<file path="src/rtl/mealy_step_ctrl.sv">
// ============================================================================
// mealy_step_ctrl : button conditioning, IDLE/RUN/HALT step control, capture
// Rev 1.0
// ============================================================================
`default_nettype none

module mealy_step_ctrl #(
  parameter int DEB_CYCLES = 4,
  parameter int TICK_DIV   = 8,
  parameter int STATE_W    = 3,
  parameter int CNT_W      = 8,
  parameter int HIST_W     = 8
) (
  input  logic               clk,
  input  logic               reset,
  input  logic               btn_step,
  input  logic               btn_run,
  input  logic               clr,
  input  logic               halt_en,
  input  logic [STATE_W-1:0] halt_state,
  input  logic [STATE_W-1:0] mach_state,
  input  logic               mach_out,
  output logic               step,
  output logic               mach_load,
  output logic               running,
  output logic               halted,
  output logic [CNT_W-1:0]   step_count,
  output logic [HIST_W-1:0]  out_hist
);

  localparam int DCW = (DEB_CYCLES > 2) ? $clog2(DEB_CYCLES) : 1;
  localparam int TCW = $clog2(TICK_DIV);
  localparam logic [DCW-1:0]   C_DEB_LAST  = DCW'(DEB_CYCLES - 1);
  localparam logic [TCW-1:0]   C_TICK_LAST = TCW'(TICK_DIV - 1);
  localparam logic [CNT_W-1:0] C_CNT_MAX   = '1;

  typedef enum logic [1:0] {
    S_IDLE = 2'd0,
    S_RUN  = 2'd1,
    S_HALT = 2'd2
  } state_t;

  logic [1:0] w_raw;
  logic [1:0] w_press;

  assign w_raw = {btn_run, btn_step};

  // Index 0 is the step button, index 1 the run/stop button.
  for (genvar gi = 0; gi < 2; gi++) begin : g_btn
    logic [1:0]     sync_q;
    logic           deb_q;
    logic [DCW-1:0] cnt_q;

    always_ff @(posedge clk or posedge reset) begin
      if (reset) begin
        sync_q <= '0;
        deb_q  <= 1'b0;
        cnt_q  <= '0;
      end else begin
        sync_q <= {sync_q[0], w_raw[gi]};
        if (sync_q[1] == deb_q) begin
          cnt_q <= '0;
        end else if (cnt_q == C_DEB_LAST) begin
          deb_q <= sync_q[1];
          cnt_q <= '0;
        end else begin
          cnt_q <= cnt_q + 1'b1;
        end
      end
    end

    assign w_press[gi] = sync_q[1] & ~deb_q & (cnt_q == C_DEB_LAST);
  end

  state_t             state_q;
  logic [TCW-1:0]     tick_q;
  logic               step_q;
  logic               step_dly_q;
  logic               mach_load_q;
  logic [CNT_W-1:0]   count_q;
  logic [CNT_W-1:0]   count_d;
  logic [HIST_W-1:0]  hist_q;
  logic               w_bp;
  logic               w_tick;

  assign count_d = (count_q == C_CNT_MAX) ? count_q : count_q + 1'b1;
  assign w_bp    = step_dly_q & halt_en & (mach_state == halt_state);
  assign w_tick  = (tick_q == C_TICK_LAST);

  always_ff @(posedge clk or posedge reset) begin
    if (reset) begin
      state_q     <= S_IDLE;
      tick_q      <= '0;
      step_q      <= 1'b0;
      step_dly_q  <= 1'b0;
      mach_load_q <= 1'b0;
      count_q     <= '0;
      hist_q      <= '0;
    end else begin
      mach_load_q <= clr;
      if (clr) begin
        state_q    <= S_IDLE;
        tick_q     <= '0;
        step_q     <= 1'b0;
        step_dly_q <= 1'b0;
        count_q    <= '0;
        hist_q     <= '0;
      end else begin
        step_dly_q <= step_q;
        step_q     <= 1'b0;
        // The machine has already advanced when step_dly_q is high.
        if (step_dly_q) begin
          hist_q  <= {hist_q[HIST_W-2:0], mach_out};
          count_q <= count_d;
        end
        case (state_q)
          S_IDLE: begin
            if (w_bp) begin
              state_q <= S_HALT;
            end else if (w_press[1]) begin
              state_q <= S_RUN;
              tick_q  <= '0;
            end else if (w_press[0] && !step_q && !step_dly_q) begin
              step_q <= 1'b1;
            end
          end
          S_RUN: begin
            if (w_bp) begin
              state_q <= S_HALT;
              tick_q  <= '0;
            end else if (w_press[1]) begin
              state_q <= S_IDLE;
              tick_q  <= '0;
            end else begin
              tick_q <= w_tick ? '0 : tick_q + 1'b1;
              step_q <= w_tick;
            end
          end
          S_HALT: begin
            state_q <= S_HALT;
          end
          default: begin
            state_q <= S_IDLE;
          end
        endcase
      end
    end
  end

  assign step       = step_q;
  assign mach_load  = mach_load_q;
  assign running    = (state_q == S_RUN);
  assign halted     = (state_q == S_HALT);
  assign step_count = count_q;
  assign out_hist   = hist_q;

endmodule

`default_nettype wire

</file>
<file path="config.mk">
export PLATFORM = sky130hd
export DESIGN_NAME = mealy_step_ctrl
export DESIGN_NICKNAME = d
export VERILOG_FILES = /design/src/rtl/mealy_step_ctrl.sv
export SDC_FILE = /design/constraint.sdc
export NUM_CORES = 1
export LEC_CHECK = 0
export CORE_MARGIN = 3
export CORE_UTILIZATION = 30
export DETAILED_ROUTE_END_ITERATION = 8
export HOLD_SLACK_MARGIN = 0.05
export SYNTH_ARGS = -nofsm -noshare
export SYNTH_HDL_FRONTEND = slang
export SYNTH_SLANG_ARGS = --single-unit
</file>
<file path="constraint.sdc">
create_clock -name clk -period 2 [get_ports clk]
set_input_delay 0.3 -clock clk [delete_from_list [all_inputs] [get_ports clk]]
set_output_delay 0.3 -clock clk [all_outputs]
set_load 0.005 [all_outputs]
</file>
# Yosys cells after proc, flatten, opt, wreduce, memory -nomap -nowiden
# Index checks and enable logic that the tools add are counted.
# totals
ff_bits,34
out_inout_bits,20
# op_classes
addsub,4
n_reduce_logical,12
n_eq_ne,14
bitwise,10
mux,30
# op_table
operator,count
8-bit 2-to-1 mux,5
2-bit 2-to-1 mux,9
3-bit 2-to-1 mux,6
"8-bit by 1-bit adder with 8-bit output, second input constant",1
"8-bit == test, second input constant",1
2-bit AND reduction,4
1-bit 2-to-1 mux,7
1-bit AND,6
"2-bit == test, second input constant",3
"3-bit != test, second input constant",2
2-bit one-hot mux with 3 select lines,1
3-bit one-hot mux with 2 select lines,1
"2-bit by 1-bit adder with 2-bit output, second input constant",2
"4-bit by 2-bit != test with 1-bit output, second input constant",1
"4-bit != test, second input constant",1
1-bit inverter,4
"3-bit by 1-bit adder with 3-bit output, second input constant",1
3-bit == test,1
"3-bit == test, second input constant",1
3-bit AND reduction,1
3-bit nonzero test,1
1-bit == test,2
"2-bit by 1-bit == test with 1-bit output, second input constant",1
1-bit logical AND,2
5 further kinds,6

# Longest topological paths before layout
# Gate-level depths: netlist (run 1).
# logic_depth
word_depth,10
mapped_depth,6
depth_no_buf,6

# Worst setup path before layout (run 1)
# Ideal clock, no wire load.
# synth_path
path_kind,reg2reg
start,reg count_q[0] (netlist: step_count[0])
end,reg count_q[7] (netlist: step_count[7])
period_less_slack_ns,1.456
slack_ns,0.544
stages_incl_launch_ff,6
arrival_ns,1.334
setup_ns,0.121
n_path_buf,0
cell_sequence,dfrtp_1 > ha_1 > and4b_1 > nor4_2 > xnor2_1 > nor2_1
# synth_between
elab_chain_len,4
elab_cells_between_ends,7
classes_between,add/sub: 1; eq/ne: 2; mux: 3; reduce/logical: 1
# synth_lines
item,line,source
"start, declared",80,logic [CNT_W-1:0] count_q;
"start signal, assigned",114,count_q <= count_d;
8-bit by 1-bit adder with 8-bit output,86,assign count_d = (count_q == C_CNT_MAX) ? count_q : count_q + 1'b1;
8-bit 2-to-1 mux,86,
8-bit 2-to-1 mux,112,if (step_dly_q) begin
8-bit 2-to-1 mux,101,if (clr) begin
# Several ways; a longest one is shown, not always the timed one. The select of a mux whose other input is x is not followed.
# A chain may end at the register's enable or synchronous reset.

# Worst setup path after layout (run 1)
# layout_path
start,reg state_q[1]
end,out running
# layout_between
elab_chain_len,1
# layout_lines
item,line,source
"start, declared",75,state_t state_q;
"start signal, assigned",92,state_q <= S_IDLE;
"start signal, assigned",102,state_q <= S_IDLE;
"start signal, assigned",119,state_q <= S_HALT;
2-bit by 1-bit == test with 1-bit output,152,assign running = (state_q == S_RUN);
"end, declared",25,"output logic running,"
# Every way passes these cells.

==> impl_metrics.yaml, run 1 <==
run_status:
  status: "finished, final reports clean"
die:
  io-pin-count: 33
  die_h_um: 80.03
  start_util: 0.3159
  die-area_um2: 6405
  num_rows: 26
  die_w_um: 80.03
  coreArea_um2: 5205
setup_path:
  critPathLaunchType: "register"
  path_cells: "inv_1 > nand2_1 > inv_1 > clkdlybuf4s50_1"
  cpMostUsedCell: "inv_1"
  slowest_delay_ps: 490
  crit_family: "buffers and inverters"
  worst-path-buf-inv: 3
  critPathSlowestCell: "clkdlybuf4s50_1"
  worstPathMaxFanout: 5
  worstPathRequired_ps: 1700
  worst-r2r-setup-slack_ps: 440
  crit_path_end_kind: "output pin"
  worstPathArrival_ps: 1470
  path_class: "register to output pin"
place:
  place_congestion: 0.7332
  dpl.hpwl_um: 2280
  dpl-instance-area_um2: 2057
  dp.cells: 246
  io_buffer_count: 32
  pre_cts_slack_ps: 228.6
yosys:
  synth_warnings: 0
  synth_edf_count: 0
  yosysSeqAreaShare: 0.5175
  synth_cell_type_count: 42
  synth_area_um2: 1644
  async_reset_ff_frac: 1.000
  yosys_most_used_dff: "dfrtp_1"
  yosysTopAreaCellShare: 0.5175
  avgSynthCellArea_um2: 11.42
  synth-seq-cells: 34
  yosys-top-cells-count: "dfrtp_1, nor2_1, mux2i_1"
  syn_nets: 164
  postSynthCellCount: 144
  synth_area_leaders: "dfrtp_1, mux2i_1, ha_1"
  yosysTopAreaCell: "dfrtp_1"
  synth.most_common_cell: "dfrtp_1"
clocking:
  clk_path_buf_depth: 2
  clkLatencyLatePin_ps: 280
  cts.clk_slew.worst_paths_ps: 70
  cts_buffers: 5
  post_cts_buffers: 0
  cts_tree: "built"
  postCtsResizedCells: 0
  cts.sinks: 34
  cts_root_buf: "clkbuf_8"
  cts_hold_buf: 0
  htreeDepth: 2
timing:
  maxSlewViolCount: 0
  tns_ps: 0
  max-slew-margin-rel: 0.7069
  timing.hold.ws_ps: 349.4
  min_period_ps: 1771
  period_share: 0.8856
  rsz0062_at_grt: "no"
  worst_clock_skew_ps: 4.159
  fmax_mhz: 564.6
  hold_viol: 0
  tightest_slew_ps: 439.7
  fin_ws_ps: 228.8
  setup_viol: 0
final_layout:
  area_delta_synth_final_pct: 30.67
  drive_gt1_frac: 0.1196
  fillers: 527
  antennaDiodeCount: 0
  fin_area_um2: 2148
  finalNetCount: 203
  utilization: 0.4127
  fin_cells: 254
global_routing:
  grt_pass1_wl_um: 5796
  gr-total-overflow: 0
  grt_max_degree: 35
  antenna_found_initial: 0
  grtUsageTotal: 0.1156
  grt_pass1_vias: 1213
detailed_routing:
  viasPerCell: 4.646
  dr.first_iter.drc_count: 74
  first_pass_iters: 4
  route.detailed.drc: 0
  wire_per_inst_um: 12.59
  routed_wl_um: 3197
  vias: 1180
  antenna_left: 0
pwr:
  peakVddDrop_mv: 0.3407
  p_per_area_nw_per_um2: 719.5
  finalPower_mw: 1.546
  p_leak_nw: 0.9542
run:
  cap_viol_max_count: 0
min_path:
  hold_class: "register to register"
## final timing paths
path                                       to  cells past startpoint                from
max                                   running                      4          state_q[1]
min                        g_btn[0].sync_q[1]                      0  g_btn[0].sync_q[0]
max reg2reg                         tick_q[1]                      5   g_btn[1].cnt_q[0]
min reg2reg                g_btn[0].sync_q[1]                      0  g_btn[0].sync_q[0]
max in group asynchronous       step_count[4]                      3               reset
min in group asynchronous         out_hist[5]                      3               reset
## power by group
| part | internal, mW | switching (mW) |
|---|---|---|
| registers | 0.748 | 0.0296 |
| clock network | 0.278 | 0.240 |
| logic | 0.126 | 0.123 |
## layout make-up
cell class / instances / area, um2 / share of cell area
flip-flops and latches: 34 / 850.8 / 0.3960
multi-input cells: 97 / 730.7 / 0.3401
repair buffers: 37 / 357.8 / 0.1666
well taps: 70 / 87.58 / 0.04077
clock buffers: 7 / 86.33 / 0.04019
inverters: 8 / 30.03 / 0.01398
clock inverters: 1 / 5.005 / 0.002330
## registers in the layout (all words and copies together), names as in the netlist
signal	cells
g_btn.cnt_q	4
g_btn.deb_q	2
g_btn.sync_q	4
mach_load	1
out_hist	8
state_q	2
step	1
step_count	8
step_dly_q	1
tick_q	3
## placed cells by master (no fill, tap or decap), types with 2 or more instances in the layout
| cell type | count |
|---|---|
| o211ai_1 | 3 |
| inv_1 | 8 |
| o2bb2ai_1 | 3 |
| nor4_2 | 2 |
| dfrtp_1 | 34 |
| xor2_1 | 5 |
| clkbuf_8 | 6 |
| clkdlybuf4s50_1 | 32 |
| nor2b_1 | 4 |
| nand4_1 | 2 |
| ha_1 | 7 |
| nand2_1 | 5 |
| xnor2_1 | 2 |
| mux2i_1 | 10 |
| a21oi_1 | 6 |
| o21ai_0 | 3 |
| buf_4 | 5 |
| nand2b_1 | 3 |
| a31o_2 | 2 |
| nor3_1 | 3 |
| nor2_1 | 17 |
## layer usage
layer  part of all wire  vias to the layer above  GRT usage
li1                   -                      583          -
met2               0.43                       29     0.1714
met1               0.52                      564     0.1601
met3              0.043                        4    0.03612
met4              0.011                        0    0.03547
met5                  0                        -          0
## cell families after synthesis
family / count (synthesis) / share of synthesized area
compound gates: 23 / 0.09514
xor+xnor: 7 / 0.03729
fa+ha+maj: 7 / 0.05327
buf+inv: 13 / 0.03805
flops: 34 / 0.5175
mux: 10 / 0.06089
simple gates: 50 / 0.1979
Power figures use the tool's default switching activity.
==> inputs of run 2 (changes only) <==
--- a/config.mk
+++ b/config.mk
@@ -7,6 +7,7 @@
 export LEC_CHECK = 0
 export CORE_MARGIN = 3
 export CORE_UTILIZATION = 30
+export CTS_CLUSTER_SIZE = 20
 export DETAILED_ROUTE_END_ITERATION = 8
 export HOLD_SLACK_MARGIN = 0.05
 export SYNTH_ARGS = -nofsm -noshare
==> results of run 2 <==
No change in the layout: final DEF, timing and power equal those of run 1.
==> inputs of run 3 (changes only) <==
--- a/config.mk
+++ b/config.mk
@@ -10,6 +10,7 @@
 export CTS_CLUSTER_SIZE = 20
 export DETAILED_ROUTE_END_ITERATION = 8
 export HOLD_SLACK_MARGIN = 0.05
+export SLEW_MARGIN = 15
 export SYNTH_ARGS = -nofsm -noshare
 export SYNTH_HDL_FRONTEND = slang
 export SYNTH_SLANG_ARGS = --single-unit
==> results of run 3 <==
No change in the layout: final DEF, timing and power equal those of run 1.
